<file path="src/rtl/multicycle_ctrl_if.sv">
// Memory-port handshake between the multicycle control FSM and the
// unified instruction/data memory.
interface multicycle_ctrl_if;
    logic mem_req;
    logic mem_we;
    logic adr_src;
    logic mem_ready;

    modport master (
        output mem_req,
        output mem_we,
        output adr_src,
        input  mem_ready
    );

    modport slave (
        input  mem_req,
        input  mem_we,
        input  adr_src,
        output mem_ready
    );
endinterface

</file>
<file path="src/rtl/multicycle_ctrl.sv">
// Control FSM for the shared multicycle RISC-V datapath: sequences
// fetch/decode/execute/memory/writeback and arbitrates the memory port.
module multicycle_ctrl (
    input  logic              clk,
    input  logic              reset,
    input  logic [6:0]        op,
    input  logic              zero,
    multicycle_ctrl_if.master mem,
    output logic              pc_we,
    output logic              ir_we,
    output logic              reg_we,
    output logic [1:0]        alu_src_a,
    output logic [1:0]        alu_src_b,
    output logic [1:0]        alu_op,
    output logic [1:0]        result_src,
    output logic [2:0]        imm_src,
    output logic              retire,
    output logic              illegal
);

    localparam logic [6:0] OP_R   = 7'b0110011;
    localparam logic [6:0] OP_I   = 7'b0010011;
    localparam logic [6:0] OP_B   = 7'b1100011;
    localparam logic [6:0] OP_LUI = 7'b0110111;
    localparam logic [6:0] OP_SW  = 7'b0100011;
    localparam logic [6:0] OP_JAL = 7'b1101111;
    localparam logic [6:0] OP_LW  = 7'b0000011;

    localparam logic [2:0] IMM_I = 3'b000;
    localparam logic [2:0] IMM_S = 3'b001;
    localparam logic [2:0] IMM_B = 3'b010;
    localparam logic [2:0] IMM_U = 3'b011;
    localparam logic [2:0] IMM_J = 3'b100;

    typedef enum logic [3:0] {
        S_FETCH,
        S_DECODE,
        S_MEM_ADDR,
        S_MEM_RD,
        S_MEM_WB,
        S_MEM_WR,
        S_EXEC_R,
        S_EXEC_I,
        S_LUI,
        S_ALU_WB,
        S_BRANCH,
        S_JAL,
        S_TRAP
    } state_t;

    state_t state_q;
    state_t state_d;

    always_ff @(posedge clk) begin
        if (reset) begin
            state_q <= S_FETCH;
        end else begin
            state_q <= state_d;
        end
    end

    always_comb begin
        state_d     = state_q;
        pc_we       = 1'b0;
        ir_we       = 1'b0;
        reg_we      = 1'b0;
        mem.mem_req = 1'b0;
        mem.mem_we  = 1'b0;
        mem.adr_src = 1'b0;
        alu_src_a   = 2'b00;
        alu_src_b   = 2'b00;
        alu_op      = 2'b00;
        result_src  = 2'b00;
        imm_src     = IMM_I;
        retire      = 1'b0;
        illegal     = 1'b0;

        unique case (state_q)
            S_FETCH: begin
                mem.mem_req = 1'b1;
                alu_src_b   = 2'b10;
                result_src  = 2'b10;
                ir_we       = mem.mem_ready;
                pc_we       = mem.mem_ready;
                if (mem.mem_ready) begin
                    state_d = S_DECODE;
                end
            end
            S_DECODE: begin
                alu_src_a = 2'b01;
                alu_src_b = 2'b01;
                if (op == OP_B) begin
                    imm_src = IMM_B;
                end else if (op == OP_JAL) begin
                    imm_src = IMM_J;
                end
                if (op == OP_LW || op == OP_SW) begin
                    state_d = S_MEM_ADDR;
                end else if (op == OP_R) begin
                    state_d = S_EXEC_R;
                end else if (op == OP_I) begin
                    state_d = S_EXEC_I;
                end else if (op == OP_LUI) begin
                    state_d = S_LUI;
                end else if (op == OP_B) begin
                    state_d = S_BRANCH;
                end else if (op == OP_JAL) begin
                    state_d = S_JAL;
                end else begin
                    state_d = S_TRAP;
                end
            end
            S_MEM_ADDR: begin
                alu_src_a = 2'b10;
                alu_src_b = 2'b01;
                imm_src   = (op == OP_SW) ? IMM_S : IMM_I;
                state_d   = (op == OP_LW) ? S_MEM_RD : S_MEM_WR;
            end
            S_MEM_RD: begin
                mem.adr_src = 1'b1;
                mem.mem_req = 1'b1;
                if (mem.mem_ready) begin
                    state_d = S_MEM_WB;
                end
            end
            S_MEM_WB: begin
                result_src = 2'b01;
                reg_we     = 1'b1;
                retire     = 1'b1;
                state_d    = S_FETCH;
            end
            S_MEM_WR: begin
                mem.adr_src = 1'b1;
                mem.mem_req = 1'b1;
                mem.mem_we  = 1'b1;
                retire      = mem.mem_ready;
                if (mem.mem_ready) begin
                    state_d = S_FETCH;
                end
            end
            S_EXEC_R: begin
                alu_src_a = 2'b10;
                alu_op    = 2'b10;
                state_d   = S_ALU_WB;
            end
            S_EXEC_I: begin
                alu_src_a = 2'b10;
                alu_src_b = 2'b01;
                alu_op    = 2'b10;
                state_d   = S_ALU_WB;
            end
            S_LUI: begin
                alu_src_a = 2'b11;
                alu_src_b = 2'b01;
                imm_src   = IMM_U;
                state_d   = S_ALU_WB;
            end
            S_ALU_WB: begin
                reg_we  = 1'b1;
                retire  = 1'b1;
                state_d = S_FETCH;
            end
            S_BRANCH: begin
                alu_src_a = 2'b10;
                alu_op    = 2'b01;
                pc_we     = zero;
                retire    = 1'b1;
                state_d   = S_FETCH;
            end
            S_JAL: begin
                // PC <- ALUOut (target), ALUOut <- OldPC + 4 (link)
                alu_src_a = 2'b01;
                alu_src_b = 2'b10;
                pc_we     = 1'b1;
                state_d   = S_ALU_WB;
            end
            default: begin
                illegal = 1'b1;
                state_d = S_TRAP;
            end
        endcase

        // Reset kills any pending request and write in the same cycle
        if (reset) begin
            pc_we       = 1'b0;
            ir_we       = 1'b0;
            reg_we      = 1'b0;
            mem.mem_req = 1'b0;
            mem.mem_we  = 1'b0;
            retire      = 1'b0;
            illegal     = 1'b0;
        end
    end

endmodule

</file>
<file path="src/flat_wrapper.sv">
// flat-port wrapper written by rule: the top's interface ports become plain ports
module multicycle_ctrl_flat 
  (clk, reset, op, zero, pc_we, ir_we, reg_we, alu_src_a, alu_src_b, alu_op, result_src, imm_src, retire, illegal, mem_mem_req, mem_mem_we, mem_adr_src, mem_mem_ready);
  multicycle_ctrl_if mem_i ();
  input  logic clk;
  input  logic reset;
  input  logic [6:0] op;
  input  logic zero;
  output logic pc_we;
  output logic ir_we;
  output logic reg_we;
  output logic [1:0] alu_src_a;
  output logic [1:0] alu_src_b;
  output logic [1:0] alu_op;
  output logic [1:0] result_src;
  output logic [2:0] imm_src;
  output logic retire;
  output logic illegal;
  output wire logic [$bits(mem_i.mem_req)-1:0] mem_mem_req;
  output wire logic [$bits(mem_i.mem_we)-1:0] mem_mem_we;
  output wire logic [$bits(mem_i.adr_src)-1:0] mem_adr_src;
  input wire logic [$bits(mem_i.mem_ready)-1:0] mem_mem_ready;
  assign mem_mem_req = mem_i.mem_req;
  assign mem_mem_we = mem_i.mem_we;
  assign mem_adr_src = mem_i.adr_src;
  assign mem_i.mem_ready = mem_mem_ready;
  multicycle_ctrl u_core (.clk(clk), .reset(reset), .op(op), .zero(zero), .mem(mem_i), .pc_we(pc_we), .ir_we(ir_we), .reg_we(reg_we), .alu_src_a(alu_src_a), .alu_src_b(alu_src_b), .alu_op(alu_op), .result_src(result_src), .imm_src(imm_src), .retire(retire), .illegal(illegal));
endmodule
</file>
<file path="config.mk">
export PLATFORM = sky130hd
export DESIGN_NAME = multicycle_ctrl_flat
export DESIGN_NICKNAME = d
export VERILOG_FILES = /design/src/rtl/multicycle_ctrl_if.sv /design/src/rtl/multicycle_ctrl.sv /design/src/flat_wrapper.sv
export SDC_FILE = /design/constraint.sdc
export NUM_CORES = 1
export LEC_CHECK = 0
export ABC_AREA = 1
export CAP_MARGIN = 0
export CORE_AREA = 2 2 39 41
export CTS_CLUSTER_SIZE = 28
export DETAILED_ROUTE_END_ITERATION = 8
export DIE_AREA = 0 0 41 43
export DONT_BUFFER_PORTS = 1
export SLEW_MARGIN = 25
export SYNTH_ARGS = -nofsm -noshare
export SYNTH_HDL_FRONTEND = slang
export SYNTH_SLANG_ARGS = --single-unit
</file>
<file path="constraint.sdc">
create_clock -name clk -period 3.3 [get_ports clk]
set_clock_uncertainty 0.05 [all_clocks]
set_input_delay 0.66 -clock clk [delete_from_list [all_inputs] [get_ports clk]]
set_output_delay 0.66 -clock clk [all_outputs]
set_load 0.02 [all_outputs]
</file>
==> results by group <==
Outcome
  – Outcome: finished, final reports clean

Power and ir drop
  – Static leakage: 0.395 nW
  – Clk network pwr share: 0.105
  – Psw: 0.348 mW
  – Sw frac: 0.624
  – Comb pwr share: 0.716
  – Maximum VDD drop: 0.392 mV
  – Power density cells: 863 nW/um^2
  – Sequential Power Share: 0.178
  – Internal: 0.210 mW

Clock network
  – Max H-tree Level: 1
  – CTS clk-pin slew, worst paths: 0.03 ns
  – Skew-Pair Late Insertion Delay: 0.23 ns
  – CTS root buffer: clkbuf_4
  – CTS Sinks: 4
  – Clock buffer depth: 2
  – CTS tree: done
  – Cts hold-fix bufs: 0
  – Post_cts resized: 0
  – Number of buffers created by CTS: 3
  – Total setup buffers inserted after CTS: 0

STA
  – Fin. max-slew vios: 0
  – Total negative setup slack: 0 ns
  – Final Cycle Share: 0.742
  – Hold_ws: 0.437 ns
  – RSZ-0062 raised after global routing: false
  – Slew margin rel.: 0.534
  – Setup Viol. Count Final: 0
  – Fin. Hold Viols: 0
  – Max Fclk: 408 MHz
  – Final setup margin: 0.851 ns
  – Tmin final: 2.45 ns
  – Worst-margin pin slew: 0.693 ns

GRT
  – Met1 Use GR: 0.249
  – Vias in the first global route: 596
  – Routing usage on met3: 0.0314
  – Initial antenna violation count: 0
  – Global Route met2 Usage: 0.284
  – Gr usage total: 0.187
  – Grt ovf: 0
  – First-pass GRT wire length: 2.30 mm
  – GRT Max-Usage Layer: met2
  – Largest net degree at the start of global routing: 10

Place
  – Placed cell count: 133
  – Post-DP HPWL: 1.22 mm
  – Port bufs: 0
  – DP Area: 624 sq um
  – Final GP Congestion: 0.732
  – Place WS: 1.07 ns

Detailed routing
  – Post-route ant nets: 0
  – Vias: 690
  – Wirelength per Cell: 10.3 microns
  – Initial DRC count: 8
  – Final WL: 1.41 mm
  – DR vias/cell: 5.07
  – DRC Markers: 0
  – First drt pass iteration count: 4

Final layout
  – Fill count: 170
  – Final nets: 133
  – Diode count: 0
  – P&R area growth vs syn: 6.38%
  – Fin cells: 136
  – Design Area, Final: 647 sq um
  – Largest reg by FF count: u_core.state_q
  – Largest registers: u_core.state_q: 4 flops
  – Number of flip-flops in the largest register: 4
  – Most common cell after layout, fill and taps aside: nand2_1
  – Most frequent cells in the layout: nand2_1, inv_1, nor2_1, nand3_1
  – Share of cells above drive strength 1: 0.158

Die
  – Die Wd: 41 microns
  – Die Span Y: 43 microns
  – Core ar.: 1380 sq um
  – Cell Rows: 14
  – Initial Util: 0.439
  – Die area: 1760 sq um
  – Top-Level Pins: 30

Synthesis
  – Syn_nets: 129
  – Synth Register Bits: 4
  – Synth Instances: 118
  – Register area share after synthesis: 0.132
  – Synth cell types: 21
  – Mean post-synth cell area: 5.15 sq um
  – Ys Warns: 0
  – Syn Std Cell Area: 608 sq um

Worst hold path
  – Min-Delay Path Class: input pin to register

Worst setup path
  – CP endpoint kind: output port
  – Worst path required time: 2.59 ns
  – Worst Path Arrival: 1.74 ns
  – R2R setup slack: 1.88 ns
  – WS Path Type: register to output port
  – Startpoint Class: register
  – Worst-path maximum fanout: 5

Job
  – Max Cap Viol: 0
[worst paths after layout]
check / startpoint / to / depth (start not counted)
max: u_core.state_q[0]$_SDFFE_PP0P_ / imm_src[1] / 6
min: reset / u_core.state_q[0]$_SDFFE_PP0P_ / 1
max reg2reg: u_core.state_q[2]$_SDFFE_PP0P_ / u_core.state_q[0]$_SDFFE_PP0P_ / 9
min reg2reg: u_core.state_q[0]$_SDFFE_PP0P_ / u_core.state_q[0]$_SDFFE_PP0P_ / 2
[layout make-up]
cell class	count	area [sq um]	area share
sequential	4	80.1	0.124
multi-input combinational	88	430	0.665
tap	16	20.0	0.0309
clock buffer	3	22.5	0.0348
inverter	25	93.8	0.145
[through the flow]
step	power (mW)	utilization
final	0.558	0.467
after global routing	0.614	0.467
after CTS	0.566	0.467
after detailed placement	0.505	0.451
after global placement	0.504	0.451
after floorplan	0.453	-
[layer usage]
layer	vias to the layer above	wire, microns
met2	19	625
met3	2	88
met4	0	11
li1	366	-
met5	-	0
met1	303	682
[power by group through the flow]
stage	Sequential, mW	Combinational (mW)	Clock, mW
final	0.0996	0.400	0.0587
after global routing	0.103	0.447	0.0637
after CTS	0.0994	0.405	0.0611
after detailed placement	0.100	0.405	0
after global placement	0.0988	0.405	0
after floorplan	0.0941	0.358	0
[critical path, cell delays in order, from the launching register on]
cell and delay (ns):
dfxtp_1 0.41, inv_2 0.08, nor2_4 0.11, inv_2 0.06, nor3_4 0.18, inv_1 0.09
o31ai_1 0.58
[synthesized netlist by cell type]
library cell	n	area, sq um
nand2_1	33	124
inv_1	20	75.1
nor2_1	19	71.3
nand3_1	10	50.1
inv_2	5	18.8
o21ai_0	5	25.0
a21oi_1	4	20.0
dfxtp_1	4	80.1
nand2_2	3	18.8
nand3_2	2	20.0
nor2_2	2	12.5
nor2_4	2	22.5
a21oi_2	1	8.76
a31oi_1	1	6.26
clkbuf_1	1	3.75
nand3b_1	1	7.51
nor3_1	1	5.00
nor3_4	1	16.3
o21a_1	1	7.51
o21bai_1	1	7.51
o31ai_1	1	7.51
[kinds of logic after synthesis]
logic type	count (synthesis)	share of synthesized area
and+or+nand+nor	74	0.572
buffers and inverters	26	0.160
AOI/OAI and AO/OA	14	0.136
DFF	4	0.132
Power figures use the tool's default switching activity.
